==> config.mk <==
export PLATFORM = sky130hd
export DESIGN_NAME = hazard_scoreboard
export DESIGN_NICKNAME = d
export VERILOG_FILES = /design/src/rtl/hazard_scoreboard.sv
export SDC_FILE = /design/constraint.sdc
export NUM_CORES = 1
export LEC_CHECK = 0
export BUFFER_PORTS_ARGS = -buffer_cell sky130_fd_sc_hd__clkbuf_2
export CAP_MARGIN = 20
export CORE_ASPECT_RATIO = 1.25
export CORE_UTILIZATION = 47
export DETAILED_ROUTE_END_ITERATION = 10
export HOLD_SLACK_MARGIN = 0.08
export PLACE_DENSITY = 0.71
export SYNTH_ARGS = -nofsm -noshare
export SYNTH_HDL_FRONTEND = slang
export SYNTH_SLANG_ARGS = --single-unit
export TNS_END_PERCENT = 10
==> constraint.sdc <==
create_clock -name clk -period 1.95 [get_ports clk]
set_input_delay 0.0975 -clock clk [delete_from_list [all_inputs] [get_ports clk]]
set_output_delay 0.0975 -clock clk [all_outputs]
set_load 0.02 [all_outputs]
==> src/rtl/hazard_scoreboard.sv <==
`default_nettype none
// ============================================================================
// Module      : hazard_scoreboard
// Description : ID-stage read-after-write hazard detector. A shift-register
//               scoreboard records the destination register of each in-flight
//               instruction downstream of ID (slot 0 = EXE, slot 1 = MEM, ...).
//               The decoding instruction's sources are checked against it, and
//               hazard_detected tells decode to hold ID and bubble into EXE.
//               Stall cycles are counted in a saturating counter for
//               performance debug.
//
// Build option: FORWARDING_EN
//               defined   -> EXE/MEM forwarding exists; only a load sitting in
//                            slot 0 whose result is needed causes a stall.
//               undefined -> any matching producer in any slot stalls.
//
// Ports       : clk              clock, all state on the rising edge
//               rst              synchronous active-high reset
//               id_valid         ID holds a real instruction
//               id_src1/id_src2  decoding instruction sources
//               id_single_src    1: id_src2 is not a real operand
//               id_dest          decoding instruction destination
//               id_wb_en         decoding instruction writes the register file
//               id_mem_r_en      decoding instruction is a load
//               flush            taken branch squashes the ID instruction
//               freeze           whole pipe holds (memory/multicycle stall)
//               hazard_detected  ID must hold, bubble into EXE (combinational)
//               stall_count      saturating count of hazard stall cycles
//
// Revision    : 1.0  initial release
// ============================================================================
module hazard_scoreboard #(
    parameter int DEPTH = 2,
    parameter int CNT_W = 16
) (
    input  logic             clk,
    input  logic             rst,
    input  logic             id_valid,
    input  logic [4:0]       id_src1,
    input  logic [4:0]       id_src2,
    input  logic             id_single_src,
    input  logic [4:0]       id_dest,
    input  logic             id_wb_en,
    input  logic             id_mem_r_en,
    input  logic             flush,
    input  logic             freeze,
    output logic             hazard_detected,
    output logic [CNT_W-1:0] stall_count
);

    localparam logic [CNT_W-1:0] c_cnt_max = '1;
    localparam logic [CNT_W-1:0] c_cnt_one = CNT_W'(1);

    // Scoreboard slots, index 0 is the youngest (EXE)
    logic [DEPTH-1:0]      r_valid;
    logic [DEPTH-1:0][4:0] r_dest;
    logic [DEPTH-1:0]      r_wb_en;
    logic [DEPTH-1:0]      r_mem_r_en;
    logic [CNT_W-1:0]      r_stall_count;

    logic [DEPTH-1:0]      w_match1;
    logic [DEPTH-1:0]      w_match2;
    logic                  w_raw_hazard;
    logic                  w_hazard;
    logic                  w_bubble;
    logic                  w_unused_last_slot;

    // Register 0 is hard-wired, so a write to it never creates a dependency
    for (genvar gi = 0; gi < DEPTH; gi++) begin : g_match
        assign w_match1[gi] = r_valid[gi] & r_wb_en[gi] &
                              (r_dest[gi] == id_src1) & (id_src1 != 5'd0);
        assign w_match2[gi] = r_valid[gi] & r_wb_en[gi] &
                              (r_dest[gi] == id_src2) & (id_src2 != 5'd0);
    end

`ifdef FORWARDING_EN
    // Forwarding covers everything except a load result still in EXE
    assign w_raw_hazard = (w_match1[0] | (~id_single_src & w_match2[0])) & r_mem_r_en[0];
`else
    assign w_raw_hazard = (|w_match1) | (~id_single_src & (|w_match2));
`endif

    // A flushed or empty ID stage never stalls; flush therefore wins over a
    // hazard and that cycle is not counted as a stall.
    assign w_hazard        = id_valid & ~flush & w_raw_hazard;
    assign hazard_detected = w_hazard;
    assign stall_count     = r_stall_count;

    assign w_bubble = w_hazard | flush | ~id_valid;

    // The oldest slot only feeds the compare (or nothing, with forwarding);
    // it retires after that.
    assign w_unused_last_slot = ^{r_valid[DEPTH-1], r_dest[DEPTH-1],
                                  r_wb_en[DEPTH-1], r_mem_r_en[DEPTH-1]};

    always_ff @(posedge clk) begin
        if (rst) begin
            r_valid       <= '0;
            r_dest        <= '0;
            r_wb_en       <= '0;
            r_mem_r_en    <= '0;
            r_stall_count <= '0;
        end else if (!freeze) begin
            if (w_bubble) begin
                r_valid[0]    <= 1'b0;
                r_dest[0]     <= 5'd0;
                r_wb_en[0]    <= 1'b0;
                r_mem_r_en[0] <= 1'b0;
            end else begin
                r_valid[0]    <= 1'b1;
                r_dest[0]     <= id_dest;
                r_wb_en[0]    <= id_wb_en;
                r_mem_r_en[0] <= id_mem_r_en;
            end
            for (int i = 1; i < DEPTH; i++) begin
                r_valid[i]    <= r_valid[i-1];
                r_dest[i]     <= r_dest[i-1];
                r_wb_en[i]    <= r_wb_en[i-1];
                r_mem_r_en[i] <= r_mem_r_en[i-1];
            end
            if (w_hazard && (r_stall_count != c_cnt_max)) begin
                r_stall_count <= r_stall_count + c_cnt_one;
            end
        end
    end

endmodule
`default_nettype wire

Yosys cells after proc, flatten, opt, wreduce, memory -nomap -nowiden
Cells that the tools add are included.
Widths: inputs -> output; s select.
{"block": "word_totals", "word_cells": 40, "out_inout_bits": 17, "inputBits": 23, "regBits": 30}
{"block": "classes", "eq_ne": 5, "n_reduce_logical": 6, "n_mux": 3, "n_addsub": 1, "bitwise_logic": 20}
{"op": "$eq 5x5->1", "n": 4}
{"op": "$add 16x1->16 const B", "n": 1}
{"op": "$ne 16x16->1 const B", "n": 1}
{"op": "$and 1x1->1", "n": 13}
{"op": "$reduce_bool 5->1", "n": 2}
{"op": "$mux 5", "n": 1}
{"op": "$not 1->1", "n": 4}
{"op": "$reduce_or 2->1", "n": 2}
{"op": "$or 1x1->1", "n": 3}
{"op": "$mux 1", "n": 2}
{"op": "$reduce_and 2->1", "n": 1}
{"op": "$logic_and 1x1->1", "n": 1}

Longest topological paths before layout
Gate-level depths: netlist of run 1.
{"block": "depth", "depth_word": 10, "mapped_depth": 8, "depth_no_buf": 6}

Least setup slack after synthesis of run 1
OpenSTA, ideal clock, no wires.
{"block": "synth_timing", "path_type": "register to output", "start": "register r_dest[3] in the netlist's numbering", "end": "output hazard_detected", "arrival_ns": 1.951, "setup_slack_ns": -0.099, "n_path_buf": 2, "required_time_ns": 1.852, "stages_incl_launch_ff": 8, "cell_sequence": "dfxtp_1 xor2_1 nor4_2 a22oi_1 o22a_1 buf_6 buf_2 nor3b_1"}
{"block": "synth_between", "elab_chain_cells": 7, "elab_cells_between_ends": 11, "cone_classes": "eq/ne: 2; bitwise: 7; reduce/logical: 2"}
{"item": "from (decl)", "line_no": "56", "text": "logic [DEPTH-1:0][4:0] r_dest;"}
{"item": "from (signal, indexed assignment)", "line_no": "117", "text": "r_dest[i] <= r_dest[i-1];"}
{"item": "$eq 5x5->1", "line_no": "73", "text": "(r_dest[gi] == id_src2) & (id_src2 != 5'd0);"}
{"item": "$and 1x1->1", "line_no": "72", "text": "assign w_match2[gi] = r_valid[gi] & r_wb_en[gi] &"}
{"item": "$and 1x1->1", "line_no": "73"}
{"item": "$reduce_or 2->1", "line_no": "80", "text": "assign w_raw_hazard = (|w_match1) | (~id_single_src & (|w_match2));"}
{"item": "$and 1x1->1", "line_no": "80"}
{"item": "$or 1x1->1 (*)", "line_no": "80"}
{"item": "$and 1x1->1 (*)", "line_no": "85", "text": "assign w_hazard = id_valid & ~flush & w_raw_hazard;"}
{"item": "to (decl)", "line_no": "47", "text": "output logic hazard_detected,"}
Every way passes the cells marked *; elsewhere a longest branch is shown, timed or not.

Worst setup path after layout of run 1
{"block": "layout_timing", "start": "register r_dest[5] in the netlist's numbering", "end": "register r_stall_count[9], in the netlist stall_count[9]"}
{"block": "layout_between", "elab_chain_cells": 9, "elab_cells_between_ends": 13, "cone_classes": "eq/ne: 2; bitwise: 7; reduce/logical: 4"}
{"item": "$eq 5x5->1", "line_no": "73"}
{"item": "$and 1x1->1", "line_no": "72"}
{"item": "$and 1x1->1", "line_no": "73"}
{"item": "$reduce_or 2->1", "line_no": "80"}
{"item": "$and 1x1->1", "line_no": "80"}
{"item": "$or 1x1->1 (*)", "line_no": "80"}
{"item": "$and 1x1->1 (*)", "line_no": "85"}
{"item": "$logic_and 1x1->1 (*)", "line_no": "121", "text": "if (w_hazard && (r_stall_count != c_cnt_max)) begin"}
{"item": "$reduce_and 2->1 (no source line) (*)"}
{"item": "to (signal assigned)", "line_no": "122", "text": "r_stall_count <= r_stall_count + c_cnt_one;"}
{"item": "to (decl)", "line_no": "59", "text": "logic [CNT_W-1:0] r_stall_count;"}
Marks and branches as above.
A chain may end at the register's enable or synchronous reset.

==> results.md, run 1 <==
- Post-synth ARST share: 0%
- DR vias: 1670
- Final Cycle Share: 112%
- CP cell instances: xor2_1 -> nor4_2 -> a22oi_1 -> o22a_1 -> buf_12 -> buf_8 -> nor4b_4 -> mux2_4
- Syn_nets: 206
- WL/cell: 16.2 um
- Layout cells sized above 1: 41.4%
- RSZ-0062 raised after global routing: true
- Simple-gate share of the synthesized area: 25.7%
- Critical Setup Path Class: reg -> reg
- Prevailing post-synth register cell: dfxtp_1
- Die area: 0.00371 mm2
- CP Capture Type: flop
- Synthesized area: 0.00163 mm2
- Pwr dens: 570 mW/mm2
- Post-synth EDFFs: 0
- Routed wire length: 4650 um
- First-pass iteration count of the detailed router: 4
- Worst slew pin tran: 0.544 ns
- Gp weighted congestion: 0.864
- Max Clock Skew: 0.00407 ns
- Worst slew margin: 63.7%
- Fin nets: 274
- Starting Density: 50.1%
- Post-synthesis cell type count: 39
- Failing checks: negative setup slack
- IO Pins: 40
- Rows: 23
- Crit-path slowest cell: dfxtp_2
- Final Slew Violations: 0
- Worst setup SP type: flop
- Worst Path Arrival: 2.36 ns
- Sequential area share after synthesis: 36.9%
- Placement Cell Area: 0.00202 mm2
- Mean post-synth cell area: 8.95 um2
- Die Width: 54.7 um
- Worst hold-check path type: in -> reg
- Pre-CTS WS: -0.220 ns
- Area delta synth->final: 44.3%
- Clock net sink count: 30
- Post-Synth Adder-Cell Area: 0.768%
- IO Port Bufs: 38
- Clock Root Buffer: clkbuf_8
- First-pass GRT wire length: 7530 um
- Final HPWL DP: 3230 um
- Synthesis-stage register bit count: 30
- Max Cap Viol: 0
- GR Util All Layers: 29.0%
- Critical Path RT: 2.13 ns
- Largest family of logic cells by synthesized area: simple AND/OR/NAND/NOR gates
- DRC viols: 0
- Status: complete, but fails checks
- Clock tree buffer depth: 2
- Number of routed nets with antenna violations: 0
- Initial antenna violation count: 0
- XOR/XNOR Fraction of Synth Area: 10.8%
- Leak: 1.09 nW
- Delay-heaviest family, CP: simple AND/OR/NAND/NOR gates
- Clock transition at the registers of the reported paths: 0.06 ns
- Vias in the first global route: 1704
- Slowest cell delay on critical path: 0.34 ns
- GRT overflow: 0
- Fin. Hold Viols: 0
- Routed vias/inst: 5.80
- Core area: 0.00325 mm2
- Yosys warning count: 0
- Largest net degree at the start of global routing: 18
- Synth Instances: 182
- Mux cell area share after synthesis: 9.14%
- Maximum achievable frequency: 0.458 GHz
- Finish-stage setup viols: 14
- CTS tree: built
- Diodes inserted: 0
- Cell area after layout: 0.00235 mm2
- Minimum clock period: 2.18 ns
- Clk_lat worst skew: 0.29 ns
- WP buf/inv: 2
- Die H: 67.8 um
- CTS buffer count: 5
- CTS H-tree lvls: 2
- CP max FO: 6
- DRT iter0 DRCs: 49
- Complex-gate fraction of the synthesized area: 13.6%
- Final worst slack: -0.231 ns
- Peak VDD IR: 522 uV
-- synthesized netlist by cell type, drive strengths merged, types with 2 or more instances --
master	count	share of area (%)
a22o	6	3.2
a22oi	2	0.92
nand2	9	2.1
mux2	7	4.8
nor3	3	1.2
a21oi	8	2.5
o21ai	2	0.61
and3	2	0.77
nor4	8	3.8
nand4	2	0.77
clkbuf	5	1.2
buf	5	1.8
xor2	20	11
dfxtp	30	37
nor2	20	4.6
nand3	9	2.8
mux2i	7	4.3
o31ai	6	2.8
or4	8	3.7
nor2b	8	3.1
-- worst register-to-register path: stages, from the launching register on --
cell	delay [ns]
dfxtp_2	0.34
xor2_1	0.17
nor4_2	0.28
a22oi_1	0.12
o22a_1	0.27
buf_12	0.16
buf_8	0.12
nor4b_4	0.28
mux2_4	0.33
-- final cells by class --
type                       instances  area [um2]
multi-input combinational        141        1060
fill                             258         901
sequential                        30         613
timing repair buffer              71         520
clock buffer                       8         110
tap                               37        46.3
inverter                           1        3.75
-- cell usage in the layout (no fill, tap or decap), types with 7 or more instances in the layout --
master	instances
clkbuf_2	37
buf_4	22
dfxtp_1	22
xor2_1	20
nor2_1	20
nand2_1	9
nand3_1	9
nor2b_1	8
clkbuf_8	8
mux2i_1	7
dfxtp_2	7
-- cells by family (layout without fill, tap and decap cells) --
group                      Yosys count  in the layout
xor gates and xnor gates            20             20
adders and majority gates            1              1
DFF                                 30             30
AOI/OAI and AO/OA                   31             31
muxes                               14             14
buffers and inverters               11             80
and+or+nand+nor                     75             75
-- stage by stage --
stage	std cells	hold slack (ns)	setup TNS (ns)	power [W]	utilization, %
after floorplan	182	0.230	-0.262	0.000693	-
after global placement	270	0.314	-0.788	0.000743	62.1
after detailed placement	270	0.321	-1.72	0.000748	62.1
after CTS	288	0.232	-2.64	0.00135	71.0
after global routing	288	0.289	-4.21	0.00140	72.3
final	288	0.252	-2.57	0.00134	72.3
-- per-layer routing --
layer  vias to the layer above  track usage [%]  wire, um
li1                        803                -         -
met4                         0             15.7       106
met3                        10             6.67       207
met5                         -                0         0
met1                       798             30.0      1800
met2                        59             52.0      2540
-- sequential cells by signal (all words and copies together), names as in the netlist --
name,flops
stall_count,16
r_valid,2
r_dest,10
r_wb_en,2
-- power breakdown --
part,switching (W),internal (W)
sequential,0.00000551,0.000618
combinational,0.0000657,0.0000602
clock,0.000235,0.000356
-- final timing paths --
path / from / end / slack, ns / depth (start not counted)
min: rst / r_valid[1] / 0.25 / 2
max: r_dest[5] / stall_count[9] / -0.23 / 8
max reg2reg: r_dest[5] / stall_count[9] / -0.23 / 8
min reg2reg: r_valid[0] / r_valid[0] / 0.50 / 1
-- repair_timing --
action,CTS,global route
endpoints found under the hold margin,6,0
buffers inserted,3,0
pin swaps,21,7
setup endpoints to repair,14,22
gates cloned,1,0
hold buffers,6,0
gates resized for setup,21,13
No activity file was read; power rests on OpenSTA's default activity.
==> run 2, diff against run 1 <==
Settings changed: CORE_UTILIZATION 47 to 52, PLACE_DENSITY 0.71 to 0.75.
Clock period 1.95 ns to 2.47 ns, I/O delays scaled along.
==> run 2 against run 1 <==
- the run now ends clean
- final cell count shrank 8.7%
- register-to-register slack gained 0.41 ns
- sequential power shrank 21%
- clock skew grew 0.0067 ns
- total power shrank 28%
- worst setup slack gained 0.41 ns
- first-iteration DRC count shrank 24%
- wire length shrank 20%
- critical path depth shrank 2
- highest routed layer unchanged
==> results.md, run 2 (synthesis results as in run 1) <==
- Status: finished clean
- Routed wire length: 3710 um (-20%)
- Final Cycle Share: 92.7% (-19 points)
- Area of the multi-input gates: 977 um2 (-7.6%)
- Utilization after layout: 66.5% (-5.8 points)
- Fin nets: 250 (-8.8%)
- Die H: 64.6 um (-4.8%)
- CTS buffer count: 5 (unchanged)
- Clock tree buffer depth: 2 (unchanged)
- DRC viols: 0 (unchanged)
- Clock Root Buffer: clkbuf_4
- GRT overflow: 0 (unchanged)
- Gp weighted congestion: 0.808 (-6.5%)
- CTS H-tree lvls: 2 (unchanged)
- Routed vias/inst: 5.81 (+0.26%)
- Max Cap Viol: 0 (unchanged)
- Worst slew margin: 60.0% (-3.7 points)
- Pwr dens: 486 mW/mm2 (-15%)
- Switching Share: 23.3% (+0.44 points)
- Int Pwr: 0.000737 W (-29%)
- Fill cell total of the finished layout: 251 (-2.7%)
- Number of routed nets with antenna violations: 0 (unchanged)
- CTS tree: built
- Register cell area after layout: 601 um2 (-2.0%)
- Clock transition at the registers of the reported paths: 0.10 ns (+0.04 ns)
- Final Slew Violations: 0 (unchanged)
- Starting Density: 54.8% (+4.7 points)
- Clk_lat worst skew: 0.33 ns (+0.04 ns)
- Critical Path RT: 2.70 ns (+0.57 ns)
- Diodes inserted: 0 (unchanged)
- GR Util All Layers: 24.2% (-4.8 points)
- CP Launch Point: r_dest[3]
- Peak VDD IR: 516 uV (-1.3%)
- Worst hold-check path type: in -> reg
- Final HPWL DP: 2770 um (-14%)
- Area delta synth->final: 21.4%
- Max Clock Skew: 0.0107 ns (+0.00667 ns)
- Worst Path Arrival: 2.52 ns (+0.16 ns)
- WL/cell: 14.1 um (-13%)
- Worst setup SP type: flop
- Fin. Hold Viols: 0 (unchanged)
- Rows: 22 (-4.3%)
- RSZ-0062 raised after global routing: false
- Vias in the first global route: 1369 (-20%)
- Clock power share: 39.9% (-4.2 points)
- Worst R2R Start: r_dest[3]
- Core area: 0.00297 mm2 (-8.6%)
- Critical Setup Path Class: reg -> reg
- Maximum achievable frequency: 0.437 GHz (-4.7%)
- Largest net degree at the start of global routing: 33 (+15)
- First-pass iteration count of the detailed router: 4 (unchanged)
- Layout cells sized above 1: 26.9% (-15 points)
- CP max FO: 23 (+17)
- Hold_sp: freeze
- Setup total negative slack: 0 ns (+2.57 ns)
- IO Port Bufs: 38 (unchanged)
- Die area: 0.00336 mm2 (-9.3%)
- Combinational power share: 8.8% (-0.6 points)
- First-pass GRT wire length: 5900 um (-22%)
- Number of setup buffers added after CTS: 0 (-3)
- Max FFs per register: 16 (unchanged)
- Leak: 0.868 nW (-20%)
- Worst slew pin tran: 0.600 ns (+0.0564 ns)
- Seq pwr share: 51.3% (+4.8 points)
- DRT iter0 DRCs: 37 (-24%)
- Most frequent cells in the layout: clkbuf_2 (38), dfxtp_1 (30), xor2_1 (20), nor2_1 (20)
- IO Pins: 40 (unchanged)
- Die Width: 52.1 um (-4.8%)
- Psw: 0.000224 W (-27%)
- Commonest non-fill, non-tap cell in the layout: clkbuf_2
- Finish-stage setup viols: 0 (-14)
- Clock net sink count: 30 (unchanged)
- Minimum clock period: 2.29 ns (+0.108 ns)
- Initial antenna violation count: 0 (unchanged)
- DR vias: 1529 (-8.4%)
- CP Capture Type: flop
==> run 2: final cells by class <==
type | count | share of cell area [%]
multi-input cells | 141 | 49.4
flip-flops and latches | 30 | 30.4
repair buffers | 47 | 13.8
well taps | 36 | 2.28
clock inverters | 3 | 2.03
clock buffers | 5 | 1.90
inverters | 1 | 0.190
==> run 2: layer usage <==
metal  GRT usage [%]  wire length, um  part of all wire, %
met3            7.04              184                  5.0
met5               0                0                    0
met1            25.8             1500                   40
met4            9.12               46                  1.2
met2            43.3             1970                   53
==> run 2: final timing paths <==
check / cells after the start / slack [ns] / to
hold / removal: 4 / 0.28 / r_dest[5]
hold reg to reg: 1 / 0.49 / r_valid[0]
setup reg to reg: 6 / 0.18 / stall_count[9]
setup / recovery: 6 / 0.18 / stall_count[9]
==> run 2: power groups by stage <==
stage | combinational [W] | clock [W] | sequential (W)
after floorplan | 0.0000443 | 0 | 0.000503
after global placement | 0.0000736 | 0 | 0.000504
after detailed placement | 0.0000770 | 0 | 0.000504
after CTS | 0.0000848 | 0.000393 | 0.000493
after global routing | 0.0000928 | 0.000421 | 0.000494
final | 0.0000845 | 0.000383 | 0.000493
==> run 2: repair_timing <==
item                       in CTS  in global routing
hold endpoints to repair        6                  0
setup endpoints to repair       0                  5
gates resized for setup         0                  1
hold buffers                    6                  0
==> run 2: metrics by stage <==
stage	hold slack [ns]	power (W)	instance area (um2)	instances	worst slack, ns
3_5_place_dp	0.345	0.000581	1840	249	0.0545
6_report	0.275	0.000961	1980	263	0.181
4_1_cts	0.280	0.000971	1980	263	0.0205
2_1_floorplan	0.256	0.000547	1630	182	0.395
3_3_place_gp	0.342	0.000578	1840	249	0.159
5_1_grt	0.285	0.00101	1980	263	0.0153
==> run 2: worst max-delay path, cell delays in order (launching register included) <==
cell	delay, ns
dfxtp_1	0.38
xor2_1	0.19
nor4_2	0.30
a22oi_1	0.14
o22a_2	0.39
nor4b_1	0.40
mux2_2	0.37
==> run 3, diff against run 2 <==
Settings changed: CELL_PAD_IN_SITES_DETAIL_PLACEMENT set to 0, CELL_PAD_IN_SITES_GLOBAL_PLACEMENT set to 1, CORE_UTILIZATION 52 to 39.
==> run 3 against run 2 <==
- hold slack gained 0.054 ns
- total power rose by 8.4%
- register-to-register slack better by 0.07 ns
- fmax rose by 3.2%
- final area is 3.2% higher
- highest routed layer unchanged
- first-iteration DRC count rose by 92%
- non-clock buffer count rose by 1
- worst setup slack better by 0.070 ns
- clock skew decreased by 0.0078 ns
- count of clock-buffer cells in the layout is 3 higher
- combinational power up 2%
==> results.md, run 3 (synthesis results as in run 1) <==
- Maximum achievable frequency: 0.451 GHz (+3.2%)
- Grt met2 use: 33.3% (-9.9 points)
- Starting Density: 42.0% (-13 points)
- Clock tree buffer depth: 2 (unchanged)
- Crit-path slowest cell: o22a_2
- DRC viols: 0 (unchanged)
- Fill cell total of the finished layout: 395 (+57%)
- CTS tree: built
- Area delta synth->final: 25.2%
- GRT overflow: 0 (unchanged)
- Setup total negative slack: 0 ns (unchanged)
- Hold_ws: 0.329 ns (+0.0538 ns)
- Worst Path Arrival: 2.10 ns (-0.42 ns)
- CTS H-tree lvls: 2 (unchanged)
- Final HPWL DP: 2880 um (+4.3%)
- Die H: 74.3 um (+15%)
- Vias in the first global route: 1417 (+3.5%)
- WL/cell: 13.9 um (-1.7%)
- CTS buffer count: 5 (unchanged)
- Number of setup buffers added after CTS: 0 (unchanged)
- Overall power: 0.00104 W (+8.4%)
- Initial antenna violation count: 0 (unchanged)
- Rows: 25 (+14%)
- CP cell instances: xor2_1 -> nor4_2 -> a22oi_1 -> o22a_2 -> nor3b_1 -> clkbuf_2
- IO Pins: 40 (unchanged)
- Fin nets: 251 (+0.40%)
- Routed vias/inst: 5.41 (-7.0%)
- Worst hold-check path type: in -> reg
- Clock transition at the registers of the reported paths: 0.06 ns (-0.04 ns)
- Gp weighted congestion: 0.888 (+9.9%)
- Clock net sink count: 30 (unchanged)
- Worst setup SP type: flop
- Most Used Layer, Global Route: met2
- Final Cycle Share: 89.8% (-2.8 points)
- Int Pwr: 0.000810 W (+9.9%)
- Fin. Hold Viols: 0 (unchanged)
- Critical Setup Path Class: reg -> out
- Seq pwr share: 47.4% (-3.9 points)
- Critical Path RT: 2.35 ns (-0.35 ns)
- Layout cells sized above 1: 27.2% (+0.32 points)
- Clk_lat worst skew: 0.28 ns (-0.05 ns)
- RSZ-0062 raised after global routing: false
- Status: finished clean
- CP Capture Type: output port
- IO Port Bufs: 38 (unchanged)
- Max Cap Viol: 0 (unchanged)
- Die area: 0.00444 mm2 (+32%)
- Met3 usage: 4.35% (-2.7 points)
- DR vias: 1525 (-0.26%)
- Die Width: 59.8 um (+15%)
- Clock Root Buffer: clkbuf_8
- Number of routed nets with antenna violations: 0 (unchanged)
- Final Slew Violations: 0 (unchanged)
- Max Clock Skew: 0.00296 ns (-0.00778 ns)
- Pwr dens: 511 mW/mm2 (+5.1%)
- GR Util met1: 21.8% (-4.1 points)
- Most frequent cells in the layout: clkbuf_2 (38), dfxtp_1 (30), xor2_1 (20), nor2_1 (20)
- Psw: 0.000232 W (+3.6%)
- Combinational power share: 8.3% (-0.5 points)
- Clock power share: 44.3% (+4.4 points)
- Slowest cell delay on critical path: 0.38 ns (-0.02 ns)
- Worst slew margin: 56.5% (-3.5 points)
- Worst slew pin tran: 0.652 ns (+0.0519 ns)
- Max FFs per register: 16 (unchanged)
- Commonest non-fill, non-tap cell in the layout: clkbuf_2
- Largest net degree at the start of global routing: 33 (unchanged)
- Leak: 0.883 nW (+1.8%)
- First-pass GRT wire length: 6290 um (+6.7%)
- Routed wire length: 3910 um (+5.4%)
- Placed insts: 268 (+7.6%)
- First-pass iteration count of the detailed router: 4 (unchanged)
- GR Util All Layers: 19.1% (-5.1 points)
- Final std cells w/o fill: 282 (+7.2%)
- Core area: 0.00388 mm2 (+30%)
- CP max FO: 19 (-17%)
- Minimum clock period: 2.22 ns (-0.0700 ns)
- Diodes inserted: 0 (unchanged)
- Finish-stage setup viols: 0 (unchanged)
- Switching Share: 22.3% (-1.0 points)
- DRT iter0 DRCs: 71 (+92%)
- Peak VDD IR: 322 uV (-38%)
run 3: path summary, 6_finish.rpt:
path	slack [ns]	to	start	cells after the start
max reg2reg	0.25	stall_count[7]	stall_count[2]	6
min reg2reg	0.49	r_valid[0]	r_valid[0]	1
min	0.33	r_wb_en[1]	freeze	4
max	0.25	hazard_detected	r_dest[3]	6
run 3: per-layer routing:
layer / vias up / share of wire [%]
met3: 7 / 4.1
met4: 0 / 1.9
li1: 757 / -
met1: 725 / 42
met5: - / 0
met2: 36 / 52
run 3: worst max-delay path: cells and delay by family (launching register included):
| family | cells | cell delay, ns |
|---|---|---|
| compound gates | 2 | 0.53 |
| xor+xnor | 1 | 0.18 |
| buf+inv | 1 | 0.20 |
| flops | 1 | 0.35 |
| simple gates | 2 | 0.53 |
run 3: power by group through the flow:
stage / clock network [W] / registers [W] / logic [W]
finish: 0.000462 / 0.000494 / 0.0000864
global route: 0.000496 / 0.000494 / 0.0000954
global placement: 0 / 0.000504 / 0.0000767
CTS: 0.000475 / 0.000493 / 0.0000872
floorplan: 0 / 0.000503 / 0.0000443
detailed placement: 0 / 0.000504 / 0.0000791
run 3: area by class of cell:
class                   count  area (um2)  share of cell area (%)
clock buffers               8         110                    5.40
repair buffers             48         280                    13.7
multi-input cells         141         977                    47.9
well taps                  54        67.6                    3.31
flip-flops and latches     30         601                    29.4
inverters                   1        3.75                   0.184
run 3: timing repair:
action | 4_1_cts | 5_1_grt
endpoints found under the setup margin | 0 | 1
hold endpoints to repair | 6 | 0
hold buffers | 6 | 0
resized for setup | 0 | 1
run 3: metrics by stage:
step	area, um2	worst slack, ns	utilization [%]
final	2040	0.251	52.6
after detailed placement	1870	0.144	48.2
after global routing	2040	0.0997	52.6
after global placement	1870	0.177	48.2
after floorplan	1630	0.395	-
after CTS	2040	0.134	52.5
